`config.mk`:
```
export PLATFORM = sky130hd
export DESIGN_NAME = vga_tile_scanout_flat
export DESIGN_NICKNAME = d
export VERILOG_FILES = /design/src/rtl/vga_tile_scanout_if.sv /design/src/rtl/vga_tile_scanout.sv /design/src/flat_wrapper.sv
export SDC_FILE = /design/constraint.sdc
export NUM_CORES = 1
export LEC_CHECK = 0
export BUFFER_PORTS_ARGS = -buffer_cell sky130_fd_sc_hd__buf_2
export CAP_MARGIN = 20
export CELL_PAD_IN_SITES_DETAIL_PLACEMENT = 0
export CELL_PAD_IN_SITES_GLOBAL_PLACEMENT = 2
export CORE_ASPECT_RATIO = 2
export CORE_MARGIN = 2
export CORE_UTILIZATION = 30
export DETAILED_ROUTE_END_ITERATION = 8
export GPL_TIMING_DRIVEN = 0
export PLACE_DENSITY = 0.82
export SYNTH_ARGS = -nofsm -noshare
export SYNTH_HDL_FRONTEND = slang
export SYNTH_SLANG_ARGS = --single-unit
```
`constraint.sdc`:
```
create_clock -name clk -period 8.8 [get_ports clk]
set_input_delay 0 -clock clk [delete_from_list [all_inputs] [get_ports clk]]
set_output_delay 0 -clock clk [all_outputs]
set_load 0.02 [all_outputs]
```
`src/rtl/vga_tile_scanout_if.sv`:
```
// Memory port B bundle between the tile scanout and the framebuffer RAM.
// The scanout is the master: it owns the address and write enable.
interface vga_mem_if;
  logic [9:0]  addr_b;
  logic        w_en_b;
  logic [15:0] data_b;

  modport master (
    output addr_b,
    output w_en_b,
    input  data_b
  );

  modport slave (
    input  addr_b,
    input  w_en_b,
    output data_b
  );
endinterface

```
`src/rtl/vga_tile_scanout.sv`:
```
// 640x480@60 VGA scanout of a 32x24 grid of solid RGB332 tiles.
// Reads one framebuffer word per pixel tick from memory port B.
module vga_tile_scanout #(
  parameter logic [9:0] FB_BASE = 10'd256,
  parameter int TILE   = 20,
  parameter int H_VIS  = 640,
  parameter int H_FP   = 16,
  parameter int H_SYNC = 96,
  parameter int H_BP   = 48,
  parameter int V_VIS  = 480,
  parameter int V_FP   = 10,
  parameter int V_SYNC = 2,
  parameter int V_BP   = 33
) (
  input  logic       clk,
  input  logic       reset,
  vga_mem_if.master  mem,
  output logic [2:0] vga_r,
  output logic [2:0] vga_g,
  output logic [1:0] vga_b,
  output logic       hsync,
  output logic       vsync,
  output logic       blank_n,
  output logic       frame_start
);

  localparam int H_TOT = H_VIS + H_FP + H_SYNC + H_BP;
  localparam int V_TOT = V_VIS + V_FP + V_SYNC + V_BP;
  localparam int HW = $clog2(H_TOT);
  localparam int VW = $clog2(V_TOT);
  localparam int TW = $clog2(TILE);
  localparam int CW = $clog2(H_TOT / TILE + 1);

  localparam logic [HW-1:0] H_LAST = HW'(H_TOT - 1);
  localparam logic [HW-1:0] H_VIS_C = HW'(H_VIS);
  localparam logic [HW-1:0] HS_FIRST = HW'(H_VIS + H_FP);
  localparam logic [HW-1:0] HS_LAST =
    HW'(H_VIS + H_FP + H_SYNC - 1);
  localparam logic [VW-1:0] V_LAST = VW'(V_TOT - 1);
  localparam logic [VW-1:0] V_VIS_C = VW'(V_VIS);
  localparam logic [VW-1:0] VS_FIRST = VW'(V_VIS + V_FP);
  localparam logic [VW-1:0] VS_LAST =
    VW'(V_VIS + V_FP + V_SYNC - 1);
  localparam logic [TW-1:0] SUB_LAST = TW'(TILE - 1);
  localparam logic [9:0] ROW_WORDS = 10'd32;

  typedef enum logic {ST_INIT, ST_RUN} state_t;

  state_t        state_q, state_d;
  logic          phase;
  logic          tick;
  logic [HW-1:0] h_cnt, h_nxt;
  logic [VW-1:0] v_cnt, v_nxt;
  logic [TW-1:0] sub_x, sub_x_nxt;
  logic [TW-1:0] sub_y, sub_y_nxt;
  logic [CW-1:0] col, col_nxt;
  logic [9:0]    row_base, row_base_nxt;
  logic [9:0]    addr_q, addr_nxt;
  logic          h_wrap, v_wrap, frame_wrap;
  logic          vis_nxt, vis_cur;
  logic          hs_cur, vs_cur;
  logic          unused_data;

  assign tick = phase;
  assign h_wrap = h_cnt == H_LAST;
  assign v_wrap = v_cnt == V_LAST;
  assign frame_wrap = (state_q == ST_RUN) && h_wrap && v_wrap;

  // First tick after reset presents (0,0) instead of advancing.
  always_comb begin
    state_d = state_q;
    unique case (state_q)
      ST_INIT: state_d = ST_RUN;
      ST_RUN:  state_d = ST_RUN;
    endcase
  end

  always_comb begin
    h_nxt = '0;
    v_nxt = '0;
    sub_x_nxt = '0;
    col_nxt = '0;
    sub_y_nxt = '0;
    row_base_nxt = '0;
    if (state_q == ST_RUN) begin
      h_nxt = h_cnt + 1'b1;
      sub_x_nxt = sub_x + 1'b1;
      col_nxt = col;
      v_nxt = v_cnt;
      sub_y_nxt = sub_y;
      row_base_nxt = row_base;
      if (sub_x == SUB_LAST) begin
        sub_x_nxt = '0;
        col_nxt = col + 1'b1;
      end
      if (h_wrap) begin
        h_nxt = '0;
        sub_x_nxt = '0;
        col_nxt = '0;
        v_nxt = v_cnt + 1'b1;
        sub_y_nxt = sub_y + 1'b1;
        if (sub_y == SUB_LAST) begin
          sub_y_nxt = '0;
          row_base_nxt = row_base + ROW_WORDS;
        end
        if (v_wrap) begin
          v_nxt = '0;
          sub_y_nxt = '0;
          row_base_nxt = '0;
        end
      end
    end
  end

  assign vis_nxt = (h_nxt < H_VIS_C) && (v_nxt < V_VIS_C);

  always_comb begin
    addr_nxt = FB_BASE;
    if (v_nxt < V_VIS_C)
      addr_nxt = FB_BASE + row_base_nxt;
    if (vis_nxt)
      addr_nxt = FB_BASE + row_base_nxt + 10'(col_nxt);
  end

  assign vis_cur = (h_cnt < H_VIS_C) && (v_cnt < V_VIS_C);
  assign hs_cur = !(h_cnt >= HS_FIRST && h_cnt <= HS_LAST);
  assign vs_cur = !(v_cnt >= VS_FIRST && v_cnt <= VS_LAST);
  assign unused_data = ^mem.data_b[15:8];

  always_ff @(posedge clk) begin
    if (reset) begin
      state_q <= ST_INIT;
      phase <= 1'b0;
      h_cnt <= '0;
      v_cnt <= '0;
      sub_x <= '0;
      col <= '0;
      sub_y <= '0;
      row_base <= '0;
      addr_q <= FB_BASE;
      vga_r <= '0;
      vga_g <= '0;
      vga_b <= '0;
      hsync <= 1'b1;
      vsync <= 1'b1;
      blank_n <= 1'b0;
      frame_start <= 1'b0;
    end else begin
      phase <= ~phase;
      frame_start <= 1'b0;
      if (tick) begin
        state_q <= state_d;
        h_cnt <= h_nxt;
        v_cnt <= v_nxt;
        sub_x <= sub_x_nxt;
        col <= col_nxt;
        sub_y <= sub_y_nxt;
        row_base <= row_base_nxt;
        addr_q <= addr_nxt;
        frame_start <= frame_wrap;
        // data_b now holds the word for the counters presented last tick
        if (state_q == ST_RUN) begin
          vga_r <= vis_cur ? mem.data_b[7:5] : '0;
          vga_g <= vis_cur ? mem.data_b[4:2] : '0;
          vga_b <= vis_cur ? mem.data_b[1:0] : '0;
          hsync <= hs_cur;
          vsync <= vs_cur;
          blank_n <= vis_cur;
        end
      end
    end
  end

  assign mem.addr_b = addr_q;
  assign mem.w_en_b = 1'b0;

endmodule

```
`src/flat_wrapper.sv`:
```
// flat-port wrapper written by rule: the top's interface ports become plain ports
module vga_tile_scanout_flat 
#(
  parameter logic [9:0] FB_BASE = 10'd256,
  parameter int TILE   = 20,
  parameter int H_VIS  = 640,
  parameter int H_FP   = 16,
  parameter int H_SYNC = 96,
  parameter int H_BP   = 48,
  parameter int V_VIS  = 480,
  parameter int V_FP   = 10,
  parameter int V_SYNC = 2,
  parameter int V_BP   = 33
)
  (clk, reset, vga_r, vga_g, vga_b, hsync, vsync, blank_n, frame_start, mem_addr_b, mem_w_en_b, mem_data_b);
  vga_mem_if mem_i ();
  input  logic clk;
  input  logic reset;
  output logic [2:0] vga_r;
  output logic [2:0] vga_g;
  output logic [1:0] vga_b;
  output logic hsync;
  output logic vsync;
  output logic blank_n;
  output logic frame_start;
  output wire logic [$bits(mem_i.addr_b)-1:0] mem_addr_b;
  output wire logic [$bits(mem_i.w_en_b)-1:0] mem_w_en_b;
  input wire logic [$bits(mem_i.data_b)-1:0] mem_data_b;
  assign mem_addr_b = mem_i.addr_b;
  assign mem_w_en_b = mem_i.w_en_b;
  assign mem_i.data_b = mem_data_b;
  vga_tile_scanout #(.FB_BASE(FB_BASE), .TILE(TILE), .H_VIS(H_VIS), .H_FP(H_FP), .H_SYNC(H_SYNC), .H_BP(H_BP), .V_VIS(V_VIS), .V_FP(V_FP), .V_SYNC(V_SYNC), .V_BP(V_BP)) u_core (.clk(clk), .reset(reset), .mem(mem_i), .vga_r(vga_r), .vga_g(vga_g), .vga_b(vga_b), .hsync(hsync), .vsync(vsync), .blank_n(blank_n), .frame_start(frame_start));
endmodule
```
==> results of run 1 <==
==> per-layer routing <==
layer / up-vias / share of wire [%] / GRT usage (%)
met5: - / 0 / 0
met4: 0 / 3.7 / 8.18
met3: 21 / 2.3 / 3.37
met2: 43 / 56 / 30.9
met1: 1598 / 38 / 16.6
li1: 1705 / - / -
==> power by group through the flow <==
stage	Sequential (uW)	Combinational [uW]	Clock, uW
3_3_place_gp	330	43.7	0
3_5_place_dp	330	44.1	0
5_1_grt	323	51.0	382
6_report	323	46.0	358
4_1_cts	323	47.1	367
2_1_floorplan	331	24.4	0
==> synthesized netlist by cell type (2+ instances only) <==
cell	n	area share (%)
o21ai_0	31	4.2
o21ai_1	2	0.27
a22o_1	11	2.6
mux2i_1	6	1.6
and3_1	2	0.34
or3_1	6	1.0
or4_1	2	0.41
nor3b_1	5	1.0
nand2_1	25	2.5
nand4_1	12	2.0
xor2_1	7	1.7
dfxtp_1	70	38
nand3_1	17	2.3
and4_1	3	0.71
or2_2	2	0.34
o21bai_1	2	0.41
inv_1	16	1.6
a21oi_1	41	5.6
clkbuf_1	17	1.7
mux2_2	4	1.2
nor2_1	58	5.9
nand2b_1	4	0.68
nor4_1	5	0.85
a22oi_1	10	2.0
nor3_1	16	2.2
buf_4	2	0.41
nor2b_1	4	0.68
a211o_1	2	0.48
o21a_1	5	1.0
and2_1	10	1.7
ha_1	15	5.1
a21o_1	2	0.41
xnor2_1	14	3.3
==> worst max-delay path by stage <==
stage               startpoint                    to  slack, ns  depth (start not counted)
2_1_floorplan  u_core.h_cnt[0]  u_core.mem.addr_b[6]       5.21                         16
3_3_place_gp   u_core.h_cnt[0]  u_core.mem.addr_b[6]       4.58                         16
3_5_place_dp   u_core.h_cnt[0]  u_core.mem.addr_b[6]       4.58                         16
4_1_cts        u_core.h_cnt[0]  u_core.mem.addr_b[6]       4.55                         16
5_1_grt        u_core.h_cnt[0]  u_core.mem.addr_b[8]       4.31                         16
6_report       u_core.h_cnt[0]  u_core.mem.addr_b[6]       4.60                         16
==> stage by stage <==
stage / total power [uW] / cells / utilization (%)
6_report: 727 / 651 / 36.5
5_1_grt: 756 / 651 / 36.5
4_1_cts: 737 / 651 / 36.5
3_5_place_dp: 374 / 627 / 33.4
3_3_place_gp: 373 / 626 / 33.4
2_1_floorplan: 356 / 448 / -
==> flip-flops by register name (all words and copies together) (netlist names), 5 cells and up <==
| signal | count |
|---|---|
| u_core.sub_y | 5 |
| u_core.h_cnt | 10 |
| u_core.v_cnt | 10 |
| u_core.col | 6 |
| u_core.sub_x | 5 |
| u_core.mem.addr_b | 10 |
| u_core.row_base | 10 |
==> critical path, cell delays in order (launching register included) <==
cell and delay [ns]:
dfxtp_1 0.42, ha_1 0.29, nand3_1 0.15, or3_1 0.41, buf_6 0.16, nand2_1 0.24
clkbuf_1 0.48, nor2_1 0.11, ha_1 0.23, fa_1 0.41, a21o_1 0.19, a21oi_1 0.25
nor2b_1 0.09, o21a_1 0.19, o21ai_0 0.19, xnor2_1 0.09, a22o_1 0.20
==> final cells by class <==
class | instances | area, sq um
Buffer | 21 | 95.1
Clock buffer | 9 | 225
Clock inverter | 7 | 65.1
Fill cell | 1264 | 7650
Inverter | 16 | 60.1
Multi-Input combinational cell | 341 | 2130
Sequential cell | 70 | 1400
Tap cell | 147 | 184
Timing Repair Buffer | 40 | 243
==> cells by family after synthesis <==
logic type | after synthesis | synth area share, %
fa+ha+maj | 16 | 5.64
flops | 70 | 38.0
other cells | 1 | 0.102
xor+xnor | 22 | 5.43
mux | 10 | 2.85
simple gates | 177 | 24.3
compound gates | 115 | 19.5
buf+inv | 37 | 4.21
==> repair_timing <==
item                                   in CTS  in global routing
buffers inserted                            0                  0
setup endpoints to repair                   0                  0
hold buffers                                8                  0
endpoints found under the hold margin       8                  0
==> flow_metrics.env, run 1 <==
export IMPL_intPower_uw=551
export IMPL_grt_pass1_vias=3236
export IMPL_fp_row_count=57
export IMPL_grt_overflow=0
export IMPL_numCtsBuffers=9
export IMPL_ys_flop_type="dfxtp_1"
export IMPL_ys_seq_area_share_pct=38.0
export IMPL_fin_tns_setup_ns=0
export IMPL_async_flop_share_pct=0
export IMPL_grt_pass1_wl_um=16500
export IMPL_hold_class="in2reg"
export IMPL_netlist_instances=448
export IMPL_finClkSkew_ns=0.00584
export IMPL_ys_ff_latch=70
export IMPL_wl_per_cell_um=15.8
export IMPL_worstHoldStart="reset"
export IMPL_drive_above_1_share_pct=12.3
export IMPL_path_class="reg2reg"
export IMPL_holdPathStages=3
export IMPL_drt_vias_per_instance=5.17
export IMPL_drt_iter0_markers=153
export IMPL_die_area_sq_um=13200
export IMPL_floorplan_initialDensity_pct=30.6
export IMPL_p_switching_uw=176
export IMPL_cts_root_buf="clkbuf_16"
export IMPL_die_h_um=161
export IMPL_final_common_cell="dfxtp_1"
export IMPL_synth_distinct_cells=53
export IMPL_max_vdd_ir_drop_v=0.0000859
export IMPL_final_nets=533
export IMPL_cts_tree="done"
export IMPL_stdcell_area_sq_um=4400
export IMPL_grt_max_degree=13
export IMPL_ctsResizeCount=0
export IMPL_syn_nets=482
export IMPL_yosysWarnings=0
export IMPL_drtAntennaViolNets=0
export IMPL_drc=0
export IMPL_drt_first_pass_iters=4
export IMPL_track_usage_pct=16.7
export IMPL_cap_violations=0
export IMPL_h_tree_depth=3
export IMPL_worst_hold_path_endpoint="u_core.mem.addr_b[8]"
export IMPL_seqPwrFrac_pct=44.4
export IMPL_outcome="finished, final reports clean"
export IMPL_end_kind="flip-flop"
export IMPL_relSlewSlack_pct=45.3
export IMPL_setup_ws_ns=4.60
export IMPL_clock_power_share_pct=49.3
export IMPL_hold_violations=0
export IMPL_ios=41
export IMPL_finalSetupViolCount=0
export IMPL_place_area_sq_um=4030
export IMPL_rr_worst_depth=16
export IMPL_worstPathArrival_ns=4.43
export IMPL_netlist_area_sq_um=3680
export IMPL_power_frac_comb_pct=6.3
export IMPL_core_area_sq_um=12100
export IMPL_final_min_period_over_clock_period_pct=47.7
export IMPL_diodes=0
export IMPL_syn_area_per_cell_sq_um=8.22
export IMPL_critPathLaunchType="flip-flop"
export IMPL_clkSinkCount=70
export IMPL_vias=3367
export IMPL_clock_latency_ns=0.34
export IMPL_required_ns=9.03
export IMPL_reg2reg_from="u_core.h_cnt[0]"
export IMPL_max_freq_ghz=0.238
export IMPL_drt_total_wl_um=10300
export IMPL_rsz0062_at_grt="false"
export IMPL_drv_slew=0
export IMPL_cp_max_fo=10
export IMPL_powerDensity_nw_per_um2=165
export IMPL_syn_to_final_growth_pct=19.5
export IMPL_gp_congestion=0.821
export IMPL_fin_hold_ws_ns=0.0962
export IMPL_period_minus_slack_ns=4.20
export IMPL_p_leak_uw=0.00169
export IMPL_dieWidth_um=82.4
export IMPL_r2r_end="u_core.mem.addr_b[6]"
export IMPL_cts_clk_slew_worst_paths_ns=0.06
export IMPL_rrSetupSlack_ns=4.60
export IMPL_hpwl_um=7860
export IMPL_synth_edf_count=0
export IMPL_worst_pin_slew_ns=0.818
export IMPL_port_buffers=31
export IMPL_pre_cts_ws_ns=4.58
export IMPL_clockBufferDepth=2
export IMPL_antenna_found_initial=0
export IMPL_layout_common_cells="dfxtp_1, nor2_1, a21oi_1, buf_2, o21ai_0"
export IMPL_swShare_pct=24.2
Power figures use the tool's default switching activity.
==> run 2: changes to the inputs <==
==> constraint.sdc (replaced) <==
create_clock -name clk -period 3.93 [get_ports clk]
set_input_delay 0 -clock clk [delete_from_list [all_inputs] [get_ports clk]]
set_output_delay 0 -clock clk [all_outputs]
set_load 0.02 [all_outputs]
==> run 2 against run 1 <==
Net effect: combinational power rose by 120%; worst setup slack got worse by 4.3 ns; critical path depth fell by 1; register-to-register slack got worse by 4.3 ns.
==> flow_metrics.env, run 2 (synthesis results as in run 1) <==
export IMPL_ios=41
export IMPL_max_vdd_ir_drop_v=0.000197
export IMPL_cts_clk_slew_worst_paths_ns=0.06
export IMPL_cts_tree="done"
export IMPL_critical_path_slowest_cell="or3_1"
export IMPL_drt_iter0_markers=153
export IMPL_hold_class="in2reg"
export IMPL_reg2reg_from="u_core.h_cnt[1]"
export IMPL_worstPathArrival_ns=3.91
export IMPL_worst_hold_path_endpoint="u_core.mem.addr_b[8]"
export IMPL_outcome="finished, final reports clean"
export IMPL_antenna_found_initial=0
export IMPL_worstHoldStart="reset"
export IMPL_relSlewSlack_pct=45.0
export IMPL_fp_row_count=57
export IMPL_holdPathStages=3
export IMPL_wl_per_cell_um=15.7
export IMPL_path_class="reg2reg"
export IMPL_worst_pin_slew_ns=0.821
export IMPL_drtAntennaViolNets=0
export IMPL_die_h_um=161
export IMPL_cp_max_fo=12
export IMPL_vias=3325
export IMPL_drt_first_pass_iters=4
export IMPL_grt_max_degree=13
export IMPL_stdcell_count=650
export IMPL_drive_above_1_share_pct=13.5
export IMPL_required_ns=4.17
export IMPL_rr_worst_depth=15
export IMPL_final_nets=532
export IMPL_grt_pass1_wl_um=16500
export IMPL_final_common_cell="dfxtp_1"
export IMPL_floorplan_initialDensity_pct=30.6
export IMPL_p_leak_uw=0.00169
export IMPL_crit_buf_inv=1
export IMPL_cap_violations=0
export IMPL_slowest_delay_ns=0.41
export IMPL_rsz0062_at_grt="false"
export IMPL_grt_pass1_vias=3223
export IMPL_clock_latency_ns=0.34
export IMPL_layout_common_cells="dfxtp_1, nor2_1, a21oi_1, buf_2, o21ai_0"
export IMPL_finalSetupViolCount=0
export IMPL_track_usage_pct=16.6
export IMPL_period_minus_slack_ns=3.67
export IMPL_final_min_period_over_clock_period_pct=93.5
export IMPL_powerDensity_nw_per_um2=369
export IMPL_max_freq_ghz=0.272
export IMPL_h_tree_depth=3
export IMPL_die_area_sq_um=13200
export IMPL_r2r_end="u_core.mem.addr_b[6]"
export IMPL_crit_family="compound AO/OA/AOI/OAI gates"
export IMPL_syn_to_final_growth_pct=19.9
export IMPL_hpwl_um=7860
export IMPL_placedCellCount=627
export IMPL_diodes=0
export IMPL_clkSinkCount=70
export IMPL_hold_violations=0
export IMPL_fin_tns_setup_ns=0
export IMPL_core_area_sq_um=12100
export IMPL_critPathLaunchType="flip-flop"
export IMPL_rrSetupSlack_ns=0.26
export IMPL_drc=0
export IMPL_numCtsBuffers=9
export IMPL_final_util_pct=36.7
export IMPL_dieWidth_um=82.4
export IMPL_grt_overflow=0
export IMPL_port_buffers=31
export IMPL_drv_slew=0
export IMPL_n_fill_cell=1263
export IMPL_drt_vias_per_instance=5.12
export IMPL_cp_cell_sequence="ha_2 -> nand3_1 -> or3_1 -> buf_6 -> o21a_4 -> and2_1 -> ha_1 -> fa_1 -> a21o_1 -> a21oi_2 -> nor2b_1 -> o21a_1 -> o21ai_0 -> xnor2_1 -> a22o_1"
export IMPL_clockBufferDepth=2
export IMPL_finClkSkew_ns=0.00485
export IMPL_cts_root_buf="clkbuf_16"
export IMPL_gp_congestion=0.821
export IMPL_drt_total_wl_um=10200
export IMPL_end_kind="flip-flop"
[run 2: cell types whose count changed in the layout (fill, tap and decap cells not counted), sizes merged]
cell	previous run	this run
clkbuf	26	25
[run 2: worst reg2reg max path, cell delays in order, from the launching register on]
cell     delay, ns
dfxtp_1       0.39
ha_2          0.26
nand3_1       0.13
or3_1         0.41
buf_6         0.16
o21a_4        0.28
and2_1        0.19
ha_1          0.22
fa_1          0.41
a21o_1        0.21
a21oi_2       0.18
nor2b_1       0.07
o21a_1        0.18
o21ai_0       0.19
xnor2_1       0.09
a22o_1        0.20
[run 2: routing by layer]
layer  vias to the layer above  track usage, %  routed length, um  part of all wire, %
met1                      1569            16.5               3850                   38
li1                       1694               -                  -                    -
met5                         -               0                  0                    0
met4                         0            7.80                346                  3.4
met3                        19            3.37                238                  2.3
met2                        43            31.0               5770                   57
[run 2: area by class of cell]
cell class                      instances  area [sq um]  area share [%]
Buffer                                 20          95.1            2.15
Sequential cell                        70          1400            31.7
Timing Repair Buffer                   40           243            5.49
Inverter                               16          60.1            1.36
Tap cell                              147           184            4.16
Clock buffer                            9           225            5.10
Multi-Input combinational cell        341          2140            48.5
Clock inverter                          7          65.1            1.47
[run 2: where the power goes]
part,internal (uW),switching (uW)
Combinational,30.8,72.4
Sequential,717,5.67
Clock,486,317
Total,1230,395
[run 2: worst max path at each step]
stage | from | end | slack, ns | depth (start not counted)
finish | u_core.h_cnt[1] | u_core.mem.addr_b[6] | 0.26 | 15
CTS | u_core.h_cnt[0] | u_core.mem.addr_b[6] | 0.04 | 15
floorplan | u_core.h_cnt[0] | u_core.mem.addr_b[6] | 0.34 | 16
detailed placement | u_core.h_cnt[0] | u_core.mem.addr_b[6] | -0.29 | 16
global route | u_core.h_cnt[1] | u_core.mem.addr_b[8] | 0.02 | 16
global placement | u_core.h_cnt[0] | u_core.mem.addr_b[6] | -0.29 | 16
[run 2: repair_timing]
action	in CTS	in global routing
setup endpoints to repair	6	2
hold buffers	8	0
gates cloned	0	0
buffers inserted	0	0
resized for setup	5	3
hold endpoints to repair	8	0
[run 2: metrics by stage]
| step | setup WS, ns | power, uW | area (sq um) | hold slack [ns] |
|---|---|---|---|---|
| 2_1_floorplan | 0.341 | 797 | 3680 | 0.148 |
| 3_3_place_gp | -0.291 | 836 | 4020 | 0.239 |
| 3_5_place_dp | -0.285 | 837 | 4030 | 0.244 |
| 4_1_cts | 0.0380 | 1650 | 4410 | 0.0885 |
| 5_1_grt | 0.0219 | 1690 | 4420 | 0.150 |
| 6_report | 0.257 | 1630 | 4420 | 0.0939 |
